==> src/rtl/fetch_prefetch_unit.sv <==
// Instruction-fetch front end: sequential word fetch, DEPTH-entry prefetch queue, redirect flush.
// Optional FETCH_PERF_EN adds perf_fetched / perf_dropped counters.
module fetch_prefetch_unit #(
  parameter logic [31:0] RESET_PC = 32'h0000_0000,
  parameter int          DEPTH    = 4
) (
  input  logic        clk,
  input  logic        rst,
  output logic        imem_req_valid,
  output logic [31:0] imem_req_addr,
  input  logic        imem_req_ready,
  input  logic        imem_rsp_valid,
  input  logic [31:0] imem_rsp_data,
  output logic        inst_valid,
  output logic [31:0] inst_pc,
  output logic [31:0] inst_data,
  input  logic        inst_ready,
  input  logic        redirect_valid,
  input  logic [31:0] redirect_pc
`ifdef FETCH_PERF_EN
  ,
  output logic [31:0] perf_fetched,
  output logic [31:0] perf_dropped
`endif
);

  localparam int AW = $clog2(DEPTH);
  localparam int CW = AW + 1;
  localparam logic [CW:0] DEPTH_W = (CW + 1)'(DEPTH);

  logic [31:0]   fpc;
  logic [31:0]   rpc;
  logic [CW-1:0] outstanding;
  logic [CW-1:0] drop_cnt;
  logic [CW-1:0] count;
  logic [AW-1:0] head;
  logic [AW-1:0] tail;
  logic [31:0]   pc_q   [DEPTH];
  logic [31:0]   data_q [DEPTH];

  logic [CW:0]   credit_used;
  logic [CW-1:0] outstanding_next;
  logic          req_fire;
  logic          rsp_fire;
  logic          rsp_keep;
  logic          pop;
  logic          unused_pc_bits;

  assign unused_pc_bits = &{1'b0, redirect_pc[1:0]};

  // Handshakes: a transfer happens on a cycle where valid and ready are both 1;
  // valid never depends on ready. Responses need no ready and arrive in request order.
  // Outstanding requests plus buffered entries never exceed DEPTH, so a push always fits.
  assign credit_used    = {1'b0, outstanding} + {1'b0, count};
  assign imem_req_valid = !rst && !redirect_valid && (credit_used < DEPTH_W);
  assign imem_req_addr  = fpc;
  assign req_fire       = imem_req_valid && imem_req_ready;

  // A response with nothing outstanding is a memory protocol violation and is ignored.
  assign rsp_fire = imem_rsp_valid && (outstanding != '0);
  assign rsp_keep = rsp_fire && (drop_cnt == '0) && !redirect_valid;

  assign inst_valid = (count != '0);
  assign inst_pc    = inst_valid ? pc_q[head]   : 32'h0;
  assign inst_data  = inst_valid ? data_q[head] : 32'h0;
  assign pop        = inst_valid && inst_ready && !redirect_valid;

  assign outstanding_next = outstanding + CW'(req_fire) - CW'(rsp_fire);

  always_ff @(posedge clk) begin
    if (rst) begin
      fpc         <= RESET_PC;
      rpc         <= RESET_PC;
      outstanding <= '0;
      drop_cnt    <= '0;
      count       <= '0;
      head        <= '0;
      tail        <= '0;
    end else begin
      outstanding <= outstanding_next;
      if (redirect_valid) begin
        // Everything still in flight belongs to the old path and must be discarded.
        fpc      <= {redirect_pc[31:2], 2'b00};
        rpc      <= {redirect_pc[31:2], 2'b00};
        drop_cnt <= outstanding_next;
        count    <= '0;
        head     <= '0;
        tail     <= '0;
      end else begin
        if (req_fire) begin
          fpc <= fpc + 32'd4;
        end
        if (rsp_fire && (drop_cnt != '0)) begin
          drop_cnt <= drop_cnt - CW'(1);
        end
        if (rsp_keep) begin
          rpc  <= rpc + 32'd4;
          tail <= tail + AW'(1);
        end
        if (pop) begin
          head <= head + AW'(1);
        end
        count <= count + CW'(rsp_keep) - CW'(pop);
      end
    end
  end

  always_ff @(posedge clk) begin
    if (rsp_keep) begin
      pc_q[tail]   <= rpc;
      data_q[tail] <= imem_rsp_data;
    end
  end

`ifdef FETCH_PERF_EN
  logic [31:0] drop_inc;

  // Flushed queue entries plus any response discarded this cycle.
  assign drop_inc = (redirect_valid ? 32'(count) : 32'h0)
                  + 32'(rsp_fire && (redirect_valid || (drop_cnt != '0)));

  always_ff @(posedge clk) begin
    if (rst) begin
      perf_fetched <= 32'h0;
      perf_dropped <= 32'h0;
    end else begin
      perf_fetched <= perf_fetched + 32'(pop);
      perf_dropped <= perf_dropped + drop_inc;
    end
  end
`endif

endmodule

==> config.mk <==
export PLATFORM = sky130hd
export DESIGN_NAME = fetch_prefetch_unit
export DESIGN_NICKNAME = d
export VERILOG_FILES = /design/src/rtl/fetch_prefetch_unit.sv
export SDC_FILE = /design/constraint.sdc
export NUM_CORES = 1
export LEC_CHECK = 0
export BUFFER_PORTS_ARGS = -buffer_cell sky130_fd_sc_hd__buf_4
export CELL_PAD_IN_SITES_DETAIL_PLACEMENT = 1
export CELL_PAD_IN_SITES_GLOBAL_PLACEMENT = 1
export CORE_MARGIN = 3
export CORE_UTILIZATION = 44
export DETAILED_ROUTE_END_ITERATION = 10
export PLACE_DENSITY = 0.72
export SLEW_MARGIN = 20
export SYNTH_ARGS = -nofsm -noshare
export SYNTH_HDL_FRONTEND = slang
export SYNTH_SLANG_ARGS = --single-unit
==> constraint.sdc <==
create_clock -name clk -period 3.3 [get_ports clk]
set_clock_uncertainty 0.2 [all_clocks]
set_input_delay 0.33 -clock clk [delete_from_list [all_inputs] [get_ports clk]]
set_output_delay 0.33 -clock clk [all_outputs]
set_load 0.02 [all_outputs]
======== Word-level counts from Yosys, hierarchy flattened ========
Memory sizes are Yosys's and may differ from the RTL's. A register that Yosys moved wholly into a read port is not among the register bits.
Cells that the tools add are included.
operators by class
  magnitude comparators ................... 1
  multiplexer cells ....................... 14
  reduce and logical (&&, ||, !) cells .... 19
  shift-type cells ........................ 0
  $add $sub $neg .......................... 10
  div/mod/pow operators ................... 0
  bitwise gates (word level) .............. 0
  equal/unequal tests ..................... 0
  multiply operators ...................... 0
operators by type and width
  cell                   count
  $mux 32                6
  $add 32x3->32 const B  2
  $logic_and 1x1->1      9
  $reduce_bool 3->1      3
  $mux 2                 4
  $add 3x1->3            2
  $mux 3                 2
  $reduce_bool 2->1      3
  $sub 3x1->3            2
  $add 2x1->2 const B    2
  $add 3x3->4            1
  $lt 4x3->1 const B     1
  $logic_not 3->1        1
  $sub 3x1->3 const B    1
  $logic_not 1->1        2
  $mux 1                 2
  $reduce_or 2->1        1
word-level totals
  latch bits .............................. 0
  input port bits ......................... 70
  RAM bits ................................ 256
  memories ................................ 2
  bits in read-only memories .............. 0
  logic and storage cells ................. 55
  register bits after elaboration ......... 77
  output and inout port bits .............. 98
memory list
  memory  depth  width  read ports  clocked after Yosys merged registers in  write ports  RTL line  text
  data_q  4      32     1           1                                        1            39        logic [31:0] data_q [DEPTH];
  pc_q    4      32     1           1                                        1            38        logic [31:0] pc_q [DEPTH];

======== Depth between registers and ports, before layout ========
  depth after elaboration ................. 7
  gate-level depth with buffers ........... 14
  gate-level depth less buffers ........... 13

======== Least setup slack after synthesis ========
No wires, ideal clock.
  kind .................................... flip-flop to flip-flop
  from .................................... register outstanding[2]
  to ...................................... register drop_cnt[2]
  path buffers ............................ 1
  slack ................................... -0.107 ns
  library setup time ...................... 0.070 ns
  clock period less this slack ............ 3.407 ns
  stages on the path, launching flop included .. 15
  data required time ...................... 3.030 ns
  arrival ................................. 3.138 ns
  cell sequence ........................... dfxtp_1 ha_1 or3b_2 nor3_4 inv_2 clkbuf_1 ha_1 inv_1 ha_1 inv_1 fa_1 xor2_1 xnor2_1 a21o_1 a21oi_1
on the way
  word-level cells in the longest chain between the ends .. 7
RTL lines
  element                   RTL line  text
  start: declaration        33        logic [CW-1:0] outstanding;
  start signal: assignment  80        outstanding <= outstanding_next;
  $add 3x3->4               54        assign credit_used = {1'b0, outstanding} + {1'b0, count};
  $lt 4x3->1                55        assign imem_req_valid = !rst && !redirect_valid && (credit_used < DEPTH_W);
  $logic_and 1x1->1         55
  $logic_and 1x1->1         57        assign req_fire = imem_req_valid && imem_req_ready;
  $add 3x1->3               68        assign outstanding_next = outstanding + CW'(req_fire) - CW'(rsp_fire);
  $sub 3x1->3               68
  $mux 3                    81        if (redirect_valid) begin
  end signal: assignment    85        drop_cnt <= outstanding_next;
  end signal: assignment    94        drop_cnt <= drop_cnt - CW'(1);
  end: declaration          34        logic [CW-1:0] drop_cnt;
Several ways; a longest one is shown, not always the timed one.
A chain may end at the register's enable or synchronous reset.

======== Worst setup path after layout ========
  from .................................... register count[2]
  to ...................................... register drop_cnt[2]
on the way
  word-level cells in the longest chain between the ends .. 7
RTL lines
  element                   RTL line  text
  start: declaration        35        logic [CW-1:0] count;
  start signal: assignment  103       count <= count + CW'(rsp_keep) - CW'(pop);
  $add 3x3->4               54
  $lt 4x3->1                55
  $logic_and 1x1->1         55
  $logic_and 1x1->1         57
  $add 3x1->3               68
  $sub 3x1->3               68
  $mux 3                    81
Every way passes these cells.

==> metrics.md <==
| Metric | Value |
|---|---|
| Run status | complete, no violations |
| CP Capture Type | register |
| First-pass GRT wire length | about 54 mm |
| Die Area | ~33000 um2 |
| Number of synthesized flops with an enable pin | 248 |
| Row count | 64 |
| Antenna Nets Post-Route | 0 |
| Worst-Skew Late Latency | approximately 0.51 ns |
| Post-synthesis sequential area ratio | 64.9% |
| Delay-heaviest family, CP | adder cells |
| Remaining DRCs | 0 |
| 1st-pass router iterations | 4 |
| Most frequent CP cell | ha_1 |
| Slowest cell on crit path | or3b_4 |
| Syn Std Cell Area | around 14000 um2 |
| Crit path DAT | between 3 and 4 ns |
| # nets final | between 1000 and 1500 |
| Initial antenna violation count | 0 |
| Most common cell after layout, fill and taps aside | edfxtp_1 |
| Flop2flop setup slack | 0.22 ns |
| Worst slew pin tran | a little over 0.8 ns |
| Relative slew margins | 44.4% |
| Initial Util | ~45% |
| Mapped Cells | about 930 |
| Maximum net fanout on the critical path | 3 |
| Largest net degree at the start of global routing | between 70 and 80 |
| Slew Limit Fails | 0 |
| Vias in the first global route | 9379 |
| H-tree Lvls | 2 |
| Via count | roughly 9000 |
| PD cells | around 590 nW/um2 |
| CP Launch Point | count[2] |
| Yosys warning count | 0 |
| Num CTS Buffers | 36 |
| Setup total negative slack | 0 ns |
| Pleak | 0.00597 uW |
| Worst Path Buf+Inv | 3 |
| Top_reg_cell synth | edfxtp_1 |
| Peak Freq | 324 MHz |
| Die Height | approximately 180 um |
| Slowest stage delay, CP | ~0.44 ns |
| Congestion Overflow GR | 0 |
| Buffers on Ports | between 150 and 200 |
| Min-Delay Path Class | in2reg |
| Post-CTS Repair Setup Buffers | 0 |
| Final wirelength | 35.0 mm |
| CTS sink cnt | 323 |
| Final Hold Violating Endpoints | 0 |
| Synth Register Bits | roughly 320 |
| Final setup viols | 0 |
| Max_cap viols | 0 |
| Cell depth of the worst setup path | 13 |
| Critical path class | reg2reg |
| VDD IR-drop max | 0.299 mV |
| Yosys cell types | 62 |
| Minimum clock period | ~3.1 ns |
| Critical Path RT | 3.46 ns |
| Post-synth ARST share | 0% |
| Worst-path cell chain | ha_1, or3b_4, nor3_4, inv_2, ha_1, inv_1, ha_1, inv_1, fa_1, xor2_1, xnor2_1, a21o_1, a21oi_1 |
| Worst R2R End | drop_cnt[2] |
| Commonest non-fill, non-tap cells in the layout | 248 x edfxtp_1, 177 x buf_4, 73 x dfxtp_1, 66 x and2_1, 62 x mux4_2 |
| Post-Place Setup Slack | 0.243 ns |
| Root Buffer | clkbuf_16 |
| Clock transition at path regs | ~0.060 ns |
| I/O Pins | 168 |
| DR WL/cell | between 20 and 25 um |
| Tot Pwr | 10100 uW |
| CP endpoint | drop_cnt[2] |
| Setup repair after global routing missed its margin | false |
| Final Cycle Share | approximately 93% |
| Worst r2r src | count[2] |
| Initial DRC Count | around 580 |
| GPL Wtd Cong | 0.839 |
| CTS tree | built |
| GR Util All Layers | between 20 and 25% |
| Proportion of layout cells with a drive suffix above 1 | between 20% and 30% |
| Vias/cell | 5.77 |
| Mean Syn Cell Area | roughly 15 um2 |
| Die X | around 180 um |
| Area growth syn-to-layout | 24.8% |
| CP startpoint kind | register |
| R2R depth | 13 |
| Std-Cell Core Area | about 31000 um2 |
| PnR worst setup slack | ~0.22 ns |
| CTS max path bufs | 3 |
| Detailed placement HPWL | 22.0 mm |
-- state kept, by name (all words and copies together), names as in the netlist, named ones only --
name	cells
pc_q	120
imem_req_addr	30
count	3
tail	2
outstanding	3
data_q	128
drop_cnt	3
head	2
rpc	30
-- worst register-to-register path, cell delays in order, from the launching register on --
cell and delay, ns:
dfxtp_1 0.33, ha_1 0.34, or3b_4 0.44, nor3_4 0.19, inv_2 0.05, ha_1 0.26
inv_1 0.05, ha_1 0.13, inv_1 0.05, fa_1 0.37, xor2_1 0.16, xnor2_1 0.18
a21o_1 0.14, a21oi_1 0.03
-- through the flow --
| step | hold WS (ns) | utilization (%) | std cells | cell area (um2) |
|---|---|---|---|---|
| after floorplan | 0.229 | - | 935 | 13800 |
| after global placement | 0.302 | 50.6 | 1456 | 15500 |
| after detailed placement | 0.304 | 50.6 | 1456 | 15500 |
| after CTS | 0.0316 | 56.0 | 1561 | 17200 |
| after global routing | 0.0729 | 56.0 | 1561 | 17200 |
| final | 0.0463 | 56.0 | 1562 | 17200 |
-- layer usage --
| layer | routed length (um) | global-route usage, % | part of all wire, % |
|---|---|---|---|
| met1 | 16000 | 29.7 | 46 |
| met2 | 16600 | 33.7 | 48 |
| met3 | 1690 | 2.98 | 4.8 |
| met4 | 625 | 4.51 | 1.8 |
| met5 | 0 | 0 | 0 |
-- synthesized netlist by cell type (all sizes together), types with 13 or more instances --
library cell  instances  area, um2
and4                 16        140
mux4                 62       1400
nor2b                17        106
dfxtp                75       1500
nor3                 14       81.3
nand2                32        120
clkbuf               45        169
buf                  15       77.6
ha                   14        175
o21ai                26        130
nor2                 36        135
edfxtp              248       7450
nand4                21        138
and2                 71        444
nor4                 13       81.3
xnor2                13        114
or3                  13       81.3
inv                  16       60.1
a311oi               27        236
a31oi                14       87.6
and3                 20        125
nand3                21        105
-- what timing repair did --
action / in CTS / in global routing
hold buffers: 41 / 0
endpoints found under the hold margin: 142 / 0
resized for setup: 0 / 0
-- worst min path at each step --
stage,slack [ns],end,start,cells past startpoint
6_report,0.05,imem_req_addr[26],redirect_pc[26],3
5_1_grt,0.07,imem_req_addr[26],redirect_pc[26],3
2_1_floorplan,0.23,data_q[0][0],imem_rsp_data[0],0
4_1_cts,0.03,imem_req_addr[26],redirect_pc[26],3
3_3_place_gp,0.30,drop_cnt[0],drop_cnt[0],2
3_5_place_dp,0.30,drop_cnt[0],drop_cnt[0],2
-- report_power, final --
group	internal [uW]	total (uW)	switching [uW]	leakage, uW
Sequential	4600	4770	174	0.00288
Combinational	516	1160	643	0.00249
Clock	2630	4220	1590	0.000605
-- final cells by class --
type,count,area (um2)
antenna,1,2.50
clock inverter,21,290
inverter,17,63.8
timing repair buffer,226,1900
clock buffer,43,958
tap,396,495
multi-input combinational,535,4540
sequential,323,8950
fill,3013,13500
-- logic make-up after synthesis --
kind of cell | after synthesis | share of synthesized area (%)
flops | 323 | 64.9
simple gates | 296 | 12.6
compound gates | 138 | 7.33
buf+inv | 77 | 2.25
mux | 63 | 10.2
xor+xnor | 18 | 1.14
fa+ha+maj | 16 | 1.56
other cells | 1 | 0.0272
Power figures use the tool's default switching activity.
